### config.mk
export PLATFORM = sky130hd
export DESIGN_NAME = ctrl_aut_flat
export DESIGN_NICKNAME = d
export VERILOG_FILES = /design/src/rtl/ctrl_pkg.sv /design/src/rtl/ctrl_aut_if.sv /design/src/rtl/ctrl_aut_alu_decoder.sv /design/src/rtl/ctrl_aut.sv /design/src/flat_wrapper.sv
export SDC_FILE = /design/constraint.sdc
export NUM_CORES = 1
export LEC_CHECK = 0
export BUFFER_PORTS_ARGS = -buffer_cell sky130_fd_sc_hd__buf_2
export CORE_MARGIN = 2
export CORE_UTILIZATION = 38
export CTS_CLUSTER_DIAMETER = 150
export CTS_CLUSTER_SIZE = 24
export DETAILED_ROUTE_END_ITERATION = 8
export PLACE_DENSITY = 0.74
export SYNTH_ARGS = -nofsm -noshare
export SYNTH_HDL_FRONTEND = slang
export SYNTH_SLANG_ARGS = --single-unit
export TNS_END_PERCENT = 1
### constraint.sdc
create_clock -name clock -period 1.4 [get_ports clock]
set_input_delay 0.35 -clock clock [delete_from_list [all_inputs] [get_ports clock]]
set_output_delay 0.35 -clock clock [all_outputs]
set_load 0.02 [all_outputs]
### src/rtl/ctrl_pkg.sv
// Shared constants for the MIPS-subset control automaton: opcodes, ALU
// function codes, FSM state encodings and the instruction legality check.
package ctrl_pkg;

  localparam logic [5:0] OP_RTYPE = 6'h00;
  localparam logic [5:0] OP_ADDI  = 6'h08;
  localparam logic [5:0] OP_ANDI  = 6'h0C;
  localparam logic [5:0] OP_ORI   = 6'h0D;
  localparam logic [5:0] OP_BEQ   = 6'h04;
  localparam logic [5:0] OP_BNE   = 6'h05;

  localparam logic [5:0] F_ADD = 6'h20;
  localparam logic [5:0] F_SUB = 6'h22;
  localparam logic [5:0] F_AND = 6'h24;
  localparam logic [5:0] F_OR  = 6'h25;
  localparam logic [5:0] F_SLT = 6'h2A;

  typedef logic [2:0] state_t;

  localparam state_t S_FETCH  = 3'd0;
  localparam state_t S_DECODE = 3'd1;
  localparam state_t S_EXEC   = 3'd2;
  localparam state_t S_WB     = 3'd3;
  localparam state_t S_HALT   = 3'd4;

  // R-type is legal only with one of the five supported funct codes.
  function automatic logic is_legal(input logic [5:0] op, input logic [5:0] fn);
    logic ok;
    ok = 1'b0;
    case (op)
      OP_RTYPE: begin
        case (fn)
          F_ADD, F_SUB, F_AND, F_OR, F_SLT: ok = 1'b1;
          default:                          ok = 1'b0;
        endcase
      end
      OP_ADDI, OP_ANDI, OP_ORI, OP_BEQ, OP_BNE: ok = 1'b1;
      default: ok = 1'b0;
    endcase
    return ok;
  endfunction

endpackage

### src/rtl/ctrl_aut_if.sv
// Control bundle between ctrl_aut (master) and the datapath (slave).
interface ctrl_aut_if #(
  parameter int CountWidth = 16
);
  logic [5:0]            opcode;
  logic [5:0]            funct;
  logic                  zero;
  logic                  rd_mux_s;
  logic                  write;
  logic                  op2_mux_s;
  logic [5:0]            alu_funct;
  logic                  branch_mux_s;
  logic                  pc_load;
  logic                  halted;
  logic [CountWidth-1:0] instr_count;

  modport master (
    input  opcode, funct, zero,
    output rd_mux_s, write, op2_mux_s, alu_funct, branch_mux_s, pc_load,
           halted, instr_count
  );

  modport slave (
    output opcode, funct, zero,
    input  rd_mux_s, write, op2_mux_s, alu_funct, branch_mux_s, pc_load,
           halted, instr_count
  );
endinterface

### src/rtl/ctrl_aut_alu_decoder.sv
// Combinational decode of the latched instruction into ALU/mux controls.
module alu_decoder
  import ctrl_pkg::*;
(
  input  logic [5:0] opcode,
  input  logic [5:0] funct,
  output logic [5:0] alu_funct,
  output logic       op2_mux_s,
  output logic       rd_mux_s,
  output logic       is_branch,
  output logic       is_bne,
  output logic       illegal
);

  // Opcode table; branches compare via subtract.
  always_comb begin
    alu_funct = 6'h00;
    op2_mux_s = 1'b0;
    rd_mux_s  = 1'b0;
    is_branch = 1'b0;
    is_bne    = 1'b0;
    illegal   = !is_legal(opcode, funct);
    case (opcode)
      OP_RTYPE: begin
        alu_funct = funct;
        rd_mux_s  = 1'b1;
      end
      OP_ADDI: begin
        alu_funct = F_ADD;
        op2_mux_s = 1'b1;
      end
      OP_ANDI: begin
        alu_funct = F_AND;
        op2_mux_s = 1'b1;
      end
      OP_ORI: begin
        alu_funct = F_OR;
        op2_mux_s = 1'b1;
      end
      OP_BEQ: begin
        alu_funct = F_SUB;
        is_branch = 1'b1;
      end
      OP_BNE: begin
        alu_funct = F_SUB;
        is_branch = 1'b1;
        is_bne    = 1'b1;
      end
      default: alu_funct = 6'h00;
    endcase
  end

endmodule

### src/rtl/ctrl_aut.sv
// Multi-cycle FETCH/DECODE/EXEC/WB controller with sticky illegal-opcode halt
// and a retired-instruction counter.
module ctrl_aut
  import ctrl_pkg::*;
#(
  parameter int CountWidth = 16
) (
  input  logic       clock,
  input  logic       reset,
  ctrl_aut_if.master bus
);

  localparam logic [CountWidth-1:0] COUNT_ONE = {{(CountWidth-1){1'b0}}, 1'b1};

  state_t                state_r;
  state_t                next_state_s;
  logic [5:0]            opcode_r;
  logic [5:0]            funct_r;
  logic [CountWidth-1:0] count_r;
  logic                  halted_r;

  logic [5:0] dec_funct_s;
  logic       dec_op2_s;
  logic       dec_rd_s;
  logic       dec_branch_s;
  logic       dec_bne_s;
  logic       dec_illegal_s;
  logic       live_legal_s;

  logic [5:0] alu_funct_s;
  logic       op2_mux_s_s;
  logic       rd_mux_s_s;
  logic       branch_mux_s_s;
  logic       write_s;
  logic       pc_load_s;

  alu_decoder u_dec (
    .opcode    (opcode_r),
    .funct     (funct_r),
    .alu_funct (dec_funct_s),
    .op2_mux_s (dec_op2_s),
    .rd_mux_s  (dec_rd_s),
    .is_branch (dec_branch_s),
    .is_bne    (dec_bne_s),
    .illegal   (dec_illegal_s)
  );

  // Legality is judged on the live inputs in DECODE, before the IR shadow loads.
  assign live_legal_s = is_legal(bus.opcode, bus.funct);

  // Next-state logic; a corrupted IR shadow in EXEC is treated as illegal.
  always_comb begin
    next_state_s = S_FETCH;
    case (state_r)
      S_FETCH:  next_state_s = S_DECODE;
      S_DECODE: begin
        if (live_legal_s) begin
          next_state_s = S_EXEC;
        end else begin
          next_state_s = S_HALT;
        end
      end
      S_EXEC: begin
        if (dec_illegal_s) begin
          next_state_s = S_HALT;
        end else if (dec_branch_s) begin
          next_state_s = S_FETCH;
        end else begin
          next_state_s = S_WB;
        end
      end
      S_WB:     next_state_s = S_FETCH;
      S_HALT:   next_state_s = S_HALT;
      default:  next_state_s = S_FETCH;
    endcase
  end

  // Output decode from state and IR shadow; branch_mux_s follows zero in EXEC.
  always_comb begin
    alu_funct_s    = 6'h00;
    op2_mux_s_s    = 1'b0;
    rd_mux_s_s     = 1'b0;
    branch_mux_s_s = 1'b0;
    write_s        = 1'b0;
    pc_load_s      = 1'b0;
    case (state_r)
      S_EXEC: begin
        alu_funct_s = dec_funct_s;
        op2_mux_s_s = dec_op2_s;
        rd_mux_s_s  = dec_rd_s;
        if (dec_branch_s && !dec_illegal_s) begin
          branch_mux_s_s = bus.zero ^ dec_bne_s;
          pc_load_s      = 1'b1;
        end else begin
          branch_mux_s_s = 1'b0;
          pc_load_s      = 1'b0;
        end
      end
      S_WB: begin
        alu_funct_s = dec_funct_s;
        op2_mux_s_s = dec_op2_s;
        rd_mux_s_s  = dec_rd_s;
        write_s     = 1'b1;
        pc_load_s   = 1'b1;
      end
      default: begin
        alu_funct_s = 6'h00;
      end
    endcase
  end

  // State, IR shadow, retire counter and sticky halt flag.
  always_ff @(posedge clock or negedge reset) begin
    if (!reset) begin
      state_r  <= S_FETCH;
      opcode_r <= 6'h00;
      funct_r  <= 6'h00;
      count_r  <= {CountWidth{1'b0}};
      halted_r <= 1'b0;
    end else begin
      state_r <= next_state_s;
      if (state_r == S_DECODE) begin
        opcode_r <= bus.opcode;
        funct_r  <= bus.funct;
      end
      if (pc_load_s) begin
        count_r <= count_r + COUNT_ONE;
      end
      if (next_state_s == S_HALT) begin
        halted_r <= 1'b1;
      end
    end
  end

  assign bus.alu_funct    = alu_funct_s;
  assign bus.op2_mux_s    = op2_mux_s_s;
  assign bus.rd_mux_s     = rd_mux_s_s;
  assign bus.branch_mux_s = branch_mux_s_s;
  assign bus.write        = write_s;
  assign bus.pc_load      = pc_load_s;
  assign bus.halted       = halted_r;
  assign bus.instr_count  = count_r;

endmodule

### src/flat_wrapper.sv
// flat-port wrapper written by rule: the top's interface ports become plain ports
module ctrl_aut_flat import ctrl_pkg::*;
#(
  parameter int CountWidth = 16
)
  (clock, reset, bus_opcode, bus_funct, bus_zero, bus_rd_mux_s, bus_write, bus_op2_mux_s, bus_alu_funct, bus_branch_mux_s, bus_pc_load, bus_halted, bus_instr_count);
  ctrl_aut_if #(.CountWidth(CountWidth)) bus_i ();
  input  logic clock;
  input  logic reset;
  input wire logic [$bits(bus_i.opcode)-1:0] bus_opcode;
  input wire logic [$bits(bus_i.funct)-1:0] bus_funct;
  input wire logic [$bits(bus_i.zero)-1:0] bus_zero;
  output wire logic [$bits(bus_i.rd_mux_s)-1:0] bus_rd_mux_s;
  output wire logic [$bits(bus_i.write)-1:0] bus_write;
  output wire logic [$bits(bus_i.op2_mux_s)-1:0] bus_op2_mux_s;
  output wire logic [$bits(bus_i.alu_funct)-1:0] bus_alu_funct;
  output wire logic [$bits(bus_i.branch_mux_s)-1:0] bus_branch_mux_s;
  output wire logic [$bits(bus_i.pc_load)-1:0] bus_pc_load;
  output wire logic [$bits(bus_i.halted)-1:0] bus_halted;
  output wire logic [$bits(bus_i.instr_count)-1:0] bus_instr_count;
  assign bus_i.opcode = bus_opcode;
  assign bus_i.funct = bus_funct;
  assign bus_i.zero = bus_zero;
  assign bus_rd_mux_s = bus_i.rd_mux_s;
  assign bus_write = bus_i.write;
  assign bus_op2_mux_s = bus_i.op2_mux_s;
  assign bus_alu_funct = bus_i.alu_funct;
  assign bus_branch_mux_s = bus_i.branch_mux_s;
  assign bus_pc_load = bus_i.pc_load;
  assign bus_halted = bus_i.halted;
  assign bus_instr_count = bus_i.instr_count;
  ctrl_aut #(.CountWidth(CountWidth)) u_core (.clock(clock), .reset(reset), .bus(bus_i));
endmodule
==> impl_metrics.csv, run 1 <==
group,metric,value,unit
cells_and_area,layout-drive-gt1-share,52.9,%
routing,wire_per_inst,14.1,um
setup_path,reg2reg_setup_slack,-0.27,ns
setup_path,setup.worst_path.start,"u_core.opcode_r[1]$_DFFE_PN0N_",
routing,drtAntennaViolNets,0,
pwr,powerDensity,711,nW/um^2
yosys,yosys_most_used_dff,"sky130_fd_sc_hd__dfrtp_1",
timing,rsz0062_at_grt,"true",
run_status,violations,"setup timing",
min_path,hold_class,"primary input to async pin",
setup_path,timing.critical_path.mode_cell,"sky130_fd_sc_hd__buf_6",
clocking,post_cts_hold_buffer_count,0,
timing,fin_crit,1.82,ns
global_route,globalRouteOverflowTotal,0,
timing,final.period_utilization,130,%
cells_and_area,syn_to_final_growth,47.5,%
placed_design,hpwlAfterDp,2820,um
setup_path,path_delay_family,"simple AND/OR/NAND/NOR gates",
setup_path,end_kind,"primary output",
floorplanning,die_area,4810,um^2
setup_path,critical_path_required,1.05,ns
pwr,switching_power,400,uW
timing,slew_viol_final,0,
global_route,grt_first_pass_wirelength,6740,um
floorplanning,num_io_pins,43,
global_route,antenna_found_initial,0,
routing,drt-pass1-iter-count,4,
clocking,worst_skew_pair.late_latency,0.29,ns
routing,drc_errors,0,
placed_design,routabilityCongestion,0.739,
setup_path,rr_endpoint,"u_core.bus.instr_count[9]$_DFFE_PN0P_",
yosys,yosys_register_bits,32,
pwr,leakagePower,0.00115,uW
timing,timing.fmax,549,MHz
pwr,seq_power_share,54.3,%
timing,final-setup-viol-count,30,
clocking,h-tree-depth,2,
yosys,synth-compound-area-share,7.95,%
pwr,design_power_total,1700,uW
run_status,status,"finished, violations left",
placed_design,portBuffers,42,
yosys,post_synth_fa_ha_maj_area_fraction,0.772,%
pwr,power.switching_fraction,23.5,%
setup_path,critical_path_cell_by_cell,"nor3_4 -> buf_6 -> and3_4 -> and2_4 -> buf_6",
routing,avgViaCountPerCell,5.26,
setup_path,cp_max_fo,4,
pwr,power.clock.fraction,41.7,%
yosys,synth_top_family_by_area,"simple AND/OR/NAND/NOR gates",
setup_path,worst-endpoint-arrival,1.47,ns
global_route,vias_in_the_first_global_route,1470,
yosys,post_synth_num_cell_types,44,
floorplanning,chipWidth,69.3,um
timing,final_hold_viol_count,0,
yosys,mapped_cell_area,1620,um^2
setup_path,criticalPathCategory,"flip-flop to primary output",
yosys,postSynthAreaPerCell,10.9,um^2
cells_and_area,num-nets-final,240,
clocking,max-clock-path-buffers,2,
yosys,yosysSeqAreaShare,49.4,%
floorplanning,die_y,69.3,um
pwr,power.ir.vdd_worst,510,uV
cells_and_area,antenna_fix_cells,0,
yosys,synthesis.instances,149,
yosys,synth_warnings,0,
routing,drt_iter0_markers,56,
global_route,grt_start_max_net_pins,33,
floorplanning,initial_utilization,40.0,%
placed_design,placed_cell_area,2170,um^2
yosys,synth_simple_gate_area_share,23.0,%
yosys,proportion_of_synthesized_area_in_mux_cells,8.26,%
cells_and_area,stdcell_area,2390,um^2
pwr,p_comb_share,4.0,%
floorplanning,core,4060,um^2
routing,drt_wl_total,3880,um
setup_path,critical_path_s_largest_stage_delay,0.42,ns
timing,hold-worst-slack,0.00109,ns
yosys,synth_xor_xnor_area_share,8.64,%
yosys,asyncSetResetFlopFracSynth,100,%
routing,detailroute.via_count,1446,
clocking,worst_setup_hold_path_clk_slew,0.08,ns
pwr,cell_internal_pwr,1300,uW
timing,tightest_slew,0.458,ns
setup_path,worst_r2r_startpoint,"u_core.opcode_r[1]$_DFFE_PN0N_",
setup_path,critical_path.n_buffers_inverters,2,
timing,skew,0.00948,ns
setup_path,slowest_cell_on_the_critical_path,"sky130_fd_sc_hd__dfrtp_1",
yosys,synth-edff-count,0,
clocking,clockRootBuffer,"sky130_fd_sc_hd__clkbuf_8",
floorplanning,core.rowCount,23,
run,drv.max_cap_violation_count,0,
clocking,tritoncts.num_buffers,5,
timing,postLayoutSetupSlackWorst,-0.423,ns
clocking,clock_tree_from_tritoncts,"done",
setup_path,start_kind,"flip-flop",
clocking,clock_sinks,32,
timing,tightest_slew_margin_relative_to_the_limit,69.4,%
setup_path,count_of_cells_along_the_worst_register_to_register_path,6,
yosys,synthesis.nets,165,
global_route,groute.usage.overall,17.5,%
## area by class of cell
cell class	instances	area (um^2)
Tap cell	50	62.6
Clock buffer	5	68.8
Inverter	5	21.3
Sequential cell	32	803
Timing Repair Buffer	71	513
Fill cell	343	1670
Multi-Input combinational cell	109	903
Clock inverter	3	18.8
## synthesized netlist by cell type, types with 2 or more instances
cell / instances / area, um^2
sky130_fd_sc_hd__a21oi_1: 3 / 15.0
sky130_fd_sc_hd__nor3_1: 6 / 30.0
sky130_fd_sc_hd__mux2_2: 11 / 124
sky130_fd_sc_hd__nor2_1: 10 / 37.5
sky130_fd_sc_hd__nand2b_1: 2 / 12.5
sky130_fd_sc_hd__nor4_1: 3 / 18.8
sky130_fd_sc_hd__nand4_1: 7 / 43.8
sky130_fd_sc_hd__xor2_1: 7 / 61.3
sky130_fd_sc_hd__o21ai_0: 2 / 10.0
sky130_fd_sc_hd__inv_1: 4 / 15.0
sky130_fd_sc_hd__and2_1: 2 / 12.5
sky130_fd_sc_hd__buf_2: 2 / 10.0
sky130_fd_sc_hd__xnor2_1: 9 / 78.8
sky130_fd_sc_hd__nand2_1: 12 / 45.0
sky130_fd_sc_hd__nand3_1: 9 / 45.0
sky130_fd_sc_hd__dfrtp_1: 32 / 801
## worst register-to-register path: stages (launching register included)
cell and delay (ns):
sky130_fd_sc_hd__dfrtp_1 0.42, sky130_fd_sc_hd__nor3_4 0.22, sky130_fd_sc_hd__buf_4 0.15, sky130_fd_sc_hd__a41oi_4 0.12
sky130_fd_sc_hd__buf_4 0.21, sky130_fd_sc_hd__nor4_2 0.32, sky130_fd_sc_hd__xor2_1 0.17
## stage by stage
step,worst slack (ns),utilization (%),instances,TNS [ns]
2_1_floorplan,-0.105,-,149,-1.98
3_3_place_gp,-0.289,53.4,263,-4.80
3_5_place_dp,-0.357,53.4,263,-5.62
4_1_cts,-0.419,58.4,274,-6.26
5_1_grt,-0.471,58.9,275,-8.66
6_report,-0.423,58.9,275,-6.47
## metal layers
| metal | routed length [um] | vias to the layer above | GRT usage, % |
|---|---|---|---|
| li1 | - | 685 | - |
| met1 | 1680 | 704 | 21.2 |
| met2 | 1920 | 46 | 29.4 |
| met3 | 177 | 11 | 3.20 |
| met4 | 106 | 0 | 9.37 |
| met5 | 0 | - | 0 |
## layout by cell type (no fill, tap or decap), types with 4 or more instances in the layout
cell type                  count
sky130_fd_sc_hd__buf_2        33
sky130_fd_sc_hd__dfrtp_1      30
sky130_fd_sc_hd__buf_4        26
sky130_fd_sc_hd__nand2_1      11
sky130_fd_sc_hd__mux2_2       10
sky130_fd_sc_hd__buf_6        10
sky130_fd_sc_hd__nand3_1       9
sky130_fd_sc_hd__xnor2_1       9
sky130_fd_sc_hd__nor2_1        8
sky130_fd_sc_hd__xor2_1        7
sky130_fd_sc_hd__nand4_1       7
sky130_fd_sc_hd__clkbuf_8      5
sky130_fd_sc_hd__inv_1         4
sky130_fd_sc_hd__nor3_4        4
## registers in the layout, summed over array words and instances, names as in the netlist
| register | cells |
|---|---|
| u_core.bus.instr_count | 16 |
| u_core.funct_r | 6 |
| u_core.opcode_r | 6 |
| u_core.state_r | 3 |
| u_core.bus.halted | 1 |
## what timing repair did
action	CTS	global route
setup buffers	3	1
cloned	0	0
setup endpoints to repair	33	41
pin swaps	5	3
resized for setup	28	3
## power groups by stage
| stage | Sequential (uW) | Clock (uW) | Combinational [uW] |
|---|---|---|---|
| 3_3_place_gp | 942 | 0 | 67.9 |
| 4_1_cts | 924 | 725 | 69.4 |
| 5_1_grt | 923 | 766 | 75.5 |
| 2_1_floorplan | 942 | 0 | 9.09 |
| 3_5_place_dp | 942 | 0 | 68.1 |
| 6_report | 924 | 709 | 67.5 |
## worst max-delay path by stage
stage	endpoint	slack, ns	cells past startpoint
6_report	bus_alu_funct[3]	-0.42	5
5_1_grt	bus_alu_funct[4]	-0.47	5
3_3_place_gp	u_core.bus.halted$_DFFE_PN0N_	-0.29	5
2_1_floorplan	bus_alu_funct[0]	-0.10	3
3_5_place_dp	u_core.bus.halted$_DFFE_PN0N_	-0.36	5
4_1_cts	bus_alu_funct[4]	-0.42	5
## logic make-up after synthesis
family	after synthesis
AND/OR/NAND/NOR	65
flip-flops	32
adder cells (fa/ha/maj)	1
multiplexers	12
AO/OA/AOI/OAI	15
XOR/XNOR	16
buffers and inverters	8
Note: power is estimated with default switching activity, not from simulation.
==> inputs of run 2 (changes only) <==
GPL_ROUTABILITY_DRIVEN = 0   (was unset)
PLACE_DENSITY = unset   (was 0.74)
PLACE_DENSITY_LB_ADDON = 0.05   (was unset)
==> run 2 against run 1 <==
  * The run still ends with setup timing left
  * Highest routed layer unchanged
  * First-iteration DRC count is 21% lower
  * Combinational power is 6.7% lower
  * Wire length is 4.8% higher
  * Utilization hardly changed
==> impl_metrics.csv, run 2 (synthesis gave the netlist of run 1 again) <==
group,metric,value,unit
clocking,worst_setup_hold_path_clk_slew,0.06,ns
placed_design,hpwlAfterDp,3040,um
setup_path,critical_path_cell_by_cell,"nor3_4 -> and3_4 -> and2_4 -> buf_6",
routing,drt_wl_total,4070,um
pwr,seq_power_share,54.2,%
clocking,h-tree-depth,2,
setup_path,slowest_cell_on_the_critical_path,"sky130_fd_sc_hd__dfrtp_1",
placed_design,portBuffers,42,
timing,postLayoutSetupSlackWorst,-0.490,ns
timing,fin_crit,1.89,ns
routing,wire_per_inst,15.1,um
routing,drt-pass1-iter-count,4,
run,drv.max_cap_violation_count,0,
run_status,status,"finished, violations left",
clocking,clockRootBuffer,"sky130_fd_sc_hd__clkbuf_8",
timing,timing.fmax,529,MHz
global_route,antenna_found_initial,0,
cells_and_area,most_frequent_standard_cell_in_the_layout_excluding_fill_and_tap_cells,"sky130_fd_sc_hd__buf_2",
global_route,grt_first_pass_wirelength,6930,um
global_route,globalRouteOverflowTotal,0,
global_route,vias_in_the_first_global_route,1472,
timing,tightest_slew_margin_relative_to_the_limit,72.3,%
floorplanning,die_y,69.3,um
cells_and_area,num-nets-final,235,
cells_and_area,largest_register_ffs,16,
setup_path,count_of_cells_along_the_worst_register_to_register_path,5,
global_route,grt_start_max_net_pins,33,
routing,drc_errors,0,
pwr,power.switching_fraction,20.7,%
setup_path,end_kind,"primary output",
routing,drt_iter0_markers,44,
timing,rsz0062_at_grt,"true",
cells_and_area,multiInputGateArea,938,um^2
setup_path,cp_max_fo,5,
routing,detailroute.via_count,1411,
cells_and_area,fill_cells,364,
floorplanning,chipWidth,69.3,um
pwr,cell_internal_pwr,1350,uW
cells_and_area,postLayoutCoreUtil,58.9,%
floorplanning,initial_utilization,40.0,%
pwr,leakagePower,0.00115,uW
cells_and_area,commonest_non_fill_non_tap_cells_in_the_layout,"34 x sky130_fd_sc_hd__buf_2, 32 x sky130_fd_sc_hd__dfrtp_1, 19 x sky130_fd_sc_hd__buf_4",
pwr,switching_power,354,uW
cells_and_area,syn_to_final_growth,47.4,%
timing,final.period_utilization,135,%
timing,hold-worst-slack,0.0147,ns
clocking,worst_skew_pair.late_latency,0.28,ns
cells_and_area,antenna_fix_cells,0,
clocking,post_cts_hold_buffer_count,0,
timing,final-setup-viol-count,34,
timing,slew_viol_final,0,
setup_path,rr_endpoint,"u_core.bus.instr_count[12]$_DFFE_PN0P_",
setup_path,worst-endpoint-arrival,1.54,ns
setup_path,criticalPathCategory,"flip-flop to primary output",
global_route,groute.usage.overall,18.2,%
timing,skew,0.00395,ns
setup_path,critical_path.n_buffers_inverters,1,
timing,tightest_slew,0.405,ns
setup_path,path_delay_family,"simple AND/OR/NAND/NOR gates",
pwr,powerDensity,714,nW/um^2
timing,final_hold_viol_count,0,
cells_and_area,area.sequential,801,um^2
pwr,power.ir.vdd_worst,435,uV
routing,avgViaCountPerCell,5.23,
floorplanning,core.rowCount,23,
min_path,hold_class,"primary input to async pin",
setup_path,setup.worst_path.start,"u_core.opcode_r[1]$_DFFE_PN0N_",
setup_path,critical_path_required,1.05,ns
cells_and_area,layout-drive-gt1-share,50.5,%
setup_path,reg2reg_setup_slack,-0.34,ns
setup_path,start_kind,"flip-flop",
floorplanning,core,4060,um^2
clocking,tritoncts.num_buffers,5,
clocking,clock_sinks,32,
floorplanning,die_area,4810,um^2
pwr,power.clock.fraction,42.1,%
clocking,max-clock-path-buffers,2,
pwr,design_power_total,1710,uW
run_status,violations,"setup timing",
pwr,p_comb_share,3.7,%
floorplanning,num_io_pins,43,
routing,drtAntennaViolNets,0,
setup_path,critical_path_s_largest_stage_delay,0.42,ns
clocking,clock_tree_from_tritoncts,"done",
setup_path,worst_r2r_startpoint,"u_core.opcode_r[1]$_DFFE_PN0N_",
run 2: changes by cell type in the layout (fill, tap and decap cells not counted), sizes merged:
cell    change
buf         -5
clkbuf      +3
clkinv      -3
run 2: area by class of cell:
cell class | instances | area share, %
clock buffers | 8 | 3.77
inverters | 5 | 0.890
multi-input cells | 109 | 39.3
flip-flops and latches | 32 | 33.5
well taps | 50 | 2.62
repair buffers | 66 | 19.9
run 2: what timing repair did:
item	in CTS	in global routing
endpoints found under the setup margin	41	41
setup buffers	1	0
gates resized for setup	28	8
hold endpoints to repair	0	0
pin swaps	14	10
run 2: metrics by stage:
stage / TNS, ns / worst slack (ns) / cells / area [um^2]
finish: -7.69 / -0.490 / 270 / 2390
floorplan: -1.98 / -0.105 / 149 / 1700
global route: -10.85 / -0.584 / 270 / 2390
global placement: -4.53 / -0.300 / 261 / 2150
detailed placement: -5.39 / -0.324 / 261 / 2150
CTS: -7.94 / -0.515 / 270 / 2350
run 2: routing by layer:
metal / vias up / GRT usage (%) / routed length [um]
met4: 0 / 8.50 / 87
li1: 676 / - / -
met3: 9 / 4.07 / 161
met2: 35 / 31.6 / 2120
met5: - / 0 / 0
met1: 691 / 21.1 / 1700
run 2: how the worst max path moves through the flow:
stage,slack [ns],depth (start not counted),endpoint
6_report,-0.49,4,bus_alu_funct[3]
5_1_grt,-0.58,4,bus_alu_funct[3]
4_1_cts,-0.51,4,bus_alu_funct[3]
3_5_place_dp,-0.32,5,u_core.bus.halted$_DFFE_PN0N_
3_3_place_gp,-0.30,5,u_core.bus.halted$_DFFE_PN0N_
2_1_floorplan,-0.10,3,bus_alu_funct[0]
run 2: worst reg2reg max path: stages (launching register included):
cell	delay [ns]
sky130_fd_sc_hd__dfrtp_1	0.42
sky130_fd_sc_hd__nor3_4	0.34
sky130_fd_sc_hd__a41oi_4	0.19
sky130_fd_sc_hd__buf_6	0.19
sky130_fd_sc_hd__nor4_2	0.32
sky130_fd_sc_hd__xor2_1	0.20
run 2: power groups by stage:
stage	Clock (uW)	Combinational [uW]	Sequential [uW]
2_1_floorplan	0	9.09	942
4_1_cts	760	63.9	924
3_5_place_dp	0	63.7	942
3_3_place_gp	0	62.8	942
6_report	719	63.0	925
5_1_grt	809	69.9	923
==> inputs of run 3 (changes only) <==
SYNTH_HIERARCHICAL = 1   (was unset)
==> run 3 against run 2 <==
  * The run still ends with setup timing left
  * Clock skew increased by 0.0029 ns
  * Global-route usage down 1.9 points
  * Cell count increased by 2.6%
  * Fmax down 15%
  * Sequential share of layout area shrank 1.2 points
  * Sequential power grew 47%
  * Sequential cell count did not move
  * Critical path depth is 2 higher
  * Wire length is 7.0% lower
  * Final area rose by 3.8%
  * Clock power increased by 20%
==> impl_metrics.csv, run 3 <==
group,metric,value,unit
timing,tightest_slew,0.321,ns
setup_path,criticalPathCategory,"flip-flop to primary output",
global_route,globalRouteOverflowTotal,0,
timing,final_hold_viol_count,0,
timing,rsz0062_at_grt,"true",
pwr,leakagePower,0.00120,uW
routing,drt_iter0_markers,58,
setup_path,start_kind,"flip-flop",
cells_and_area,postLayoutCoreUtil,57.0,%
yosys,post_synth_fa_ha_maj_area_fraction,0.727,%
yosys,yosys_most_used_dff,"sky130_fd_sc_hd__dfrtp_1",
timing,fin_crit,2.24,ns
setup_path,cp_max_fo,6,
pwr,power.ir.vdd_worst,664,uV
cells_and_area,largest_register_ffs,16,
cells_and_area,commonest_non_fill_non_tap_cells_in_the_layout,"32 x sky130_fd_sc_hd__buf_2, 32 x sky130_fd_sc_hd__dfrtp_1, 26 x sky130_fd_sc_hd__buf_4",
timing,tightest_slew_margin_relative_to_the_limit,78.6,%
yosys,synth_most_common_cell,"sky130_fd_sc_hd__dfrtp_1",
yosys,proportion_of_synthesized_area_in_mux_cells,10.4,%
timing,timing.fmax,447,MHz
clocking,clock_sinks,32,
cells_and_area,stdcell_area,2480,um^2
cells_and_area,num-nets-final,240,
clocking,clock_tree_from_tritoncts,"done",
yosys,synth_top_cell_area_share,46.5,%
timing,postLayoutSetupSlackWorst,-0.836,ns
setup_path,rr_endpoint,"u_core/bus.instr_count[8]$_DFFE_PN0P_",
min_path,hold_class,"primary input to async pin",
setup_path,worst_r2r_startpoint,"u_core/funct_r[2]$_DFFE_PN0P_",
global_route,grt_first_pass_wirelength,6340,um
floorplanning,core,4350,um^2
cells_and_area,syn_to_final_growth,44.1,%
clocking,max-clock-path-buffers,2,
timing,skew,0.00683,ns
floorplanning,num_io_pins,43,
yosys,synthesis.instances,153,
yosys,synth-edff-count,0,
setup_path,critical_path_required,1.05,ns
routing,detailroute.via_count,1361,
yosys,yosysSeqAreaShare,46.5,%
timing,slew_viol_final,0,
yosys,netlist.top_cell.by_area,"sky130_fd_sc_hd__dfrtp_1",
routing,drt-pass1-iter-count,4,
clocking,worst_setup_hold_path_clk_slew,0.07,ns
placed_design,portBuffers,42,
global_route,grt_start_max_net_pins,33,
yosys,synthesis.nets,169,
yosys,postSynthAreaPerCell,11.3,um^2
timing,final-setup-viol-count,31,
run_status,violations,"setup timing",
pwr,design_power_total,3840,uW
floorplanning,core.rowCount,24,
cells_and_area,layoutNonFillerInstCount,277,
setup_path,reg2reg_setup_slack,-0.62,ns
global_route,vias_in_the_first_global_route,1321,
placed_design,placed_cells,267,
yosys,synth-compound-area-share,8.21,%
floorplanning,chipWidth,71.3,um
clocking,post_cts_hold_buffer_count,0,
floorplanning,die_y,71.3,um
routing,drc_errors,0,
routing,drtAntennaViolNets,0,
timing,hold-worst-slack,0.0148,ns
global_route,groute.usage.overall,16.2,%
timing,final.period_utilization,160,%
yosys,netlist_top_cells_count,"32 x sky130_fd_sc_hd__dfrtp_1, 10 x sky130_fd_sc_hd__and2_1, 10 x sky130_fd_sc_hd__xnor2_1",
floorplanning,initial_utilization,39.5,%
yosys,yosys_register_bits,32,
setup_path,worst-endpoint-arrival,1.89,ns
setup_path,end_kind,"primary output",
floorplanning,die_area,5090,um^2
clocking,worst_skew_pair.late_latency,0.28,ns
cells_and_area,antenna_fix_cells,0,
yosys,synth_warnings,6,
yosys,asyncSetResetFlopFracSynth,100,%
yosys,mapped_cell_area,1720,um^2
yosys,synth_xor_xnor_area_share,8.14,%
clocking,h-tree-depth,2,
routing,drt_wl_total,3790,um
yosys,synth_simple_gate_area_share,21.5,%
routing,avgViaCountPerCell,4.91,
clocking,clockRootBuffer,"sky130_fd_sc_hd__clkbuf_8",
yosys,yosys-top-cells-area,"sky130_fd_sc_hd__dfrtp_1 47%, sky130_fd_sc_hd__mux2_4 5.2%, sky130_fd_sc_hd__xnor2_1 5.1%, sky130_fd_sc_hd__mux2_2 4.6%, sky130_fd_sc_hd__and2_1 3.6%",
yosys,post_synth_num_cell_types,44,
yosys,synth_top_family_by_area,"simple AND/OR/NAND/NOR gates",
run_status,status,"finished, violations left",
placed_design,placed_cell_area,2210,um^2
cells_and_area,fill_cells,353,
routing,wire_per_inst,13.7,um
placed_design,hpwlAfterDp,2830,um
pwr,powerDensity,1550,nW/um^2
setup_path,count_of_cells_along_the_worst_register_to_register_path,8,
run,drv.max_cap_violation_count,0,
clocking,tritoncts.num_buffers,5,
cells_and_area,layout-drive-gt1-share,53.3,%
global_route,antenna_found_initial,0,
-- run 3: final cells by class --
type | count | area [um^2] | area share, %
well taps | 52 | 65.1 | 2.62
flip-flops and latches | 32 | 801 | 32.3
inverters | 4 | 15.0 | 0.605
repair buffers | 70 | 503 | 20.3
clock buffers | 6 | 72.6 | 2.92
multi-input cells | 111 | 990 | 39.9
clock inverters | 2 | 35.0 | 1.41
-- run 3: how the worst max path moves through the flow --
| stage | from | endpoint | depth (start not counted) |
|---|---|---|---|
| global placement | u_core/funct_r[2]$_DFFE_PN0P_ | bus_pc_load | 6 |
| CTS | u_core/funct_r[2]$_DFFE_PN0P_ | bus_branch_mux_s | 7 |
| finish | u_core/funct_r[2]$_DFFE_PN0P_ | bus_pc_load | 6 |
| floorplan | u_core/opcode_r[1]$_DFFE_PN0P_ | u_core/bus.instr_count[8]$_DFFE_PN0P_ | 8 |
| detailed placement | u_core/funct_r[2]$_DFFE_PN0P_ | u_core/bus.instr_count[8]$_DFFE_PN0P_ | 7 |
| global route | u_core/funct_r[2]$_DFFE_PN0P_ | bus_branch_mux_s | 7 |
-- run 3: cells by family (layout without fill, tap and decap cells) --
logic type / Yosys count / count (layout)
simple gates: 61 / 61
flops: 32 / 32
compound gates: 19 / 19
xor+xnor: 16 / 16
mux: 14 / 14
buf+inv: 10 / 82
fa+ha+maj: 1 / 1
-- run 3: through the flow --
step	worst slack [ns]	TNS (ns)
2_1_floorplan	-0.516	-10.42
3_3_place_gp	-0.611	-13.01
3_5_place_dp	-0.610	-13.34
4_1_cts	-0.850	-15.43
5_1_grt	-0.936	-19.14
6_report	-0.836	-16.25
-- run 3: what timing repair did --
item / in CTS / in global routing
cloned: 0 / 0
resized for setup: 22 / 20
pin swaps: 9 / 5
buffers inserted: 1 / 1
setup endpoints to repair: 31 / 42
-- run 3: metal layers --
layer,track usage (%),share of wire (%),vias up
li1,-,-,682
met1,20.9,44,639
met2,25.9,50,34
met3,5.06,4.5,6
met4,5.66,1.6,0
met5,0,0,-
-- run 3: power by group --
group          internal [uW]  switching, uW
clock network            528            336
logic                    910            715
registers               1150            207
total                   2590           1260
-- run 3: worst max-delay path: stages, from the launching register on --
cell,delay [ns]
sky130_fd_sc_hd__dfrtp_1,0.39
sky130_fd_sc_hd__mux2_4,0.32
sky130_fd_sc_hd__nor4b_4,0.31
sky130_fd_sc_hd__o31ai_4,0.12
sky130_fd_sc_hd__nor2b_4,0.15
sky130_fd_sc_hd__o21a_4,0.17
sky130_fd_sc_hd__buf_4,0.14
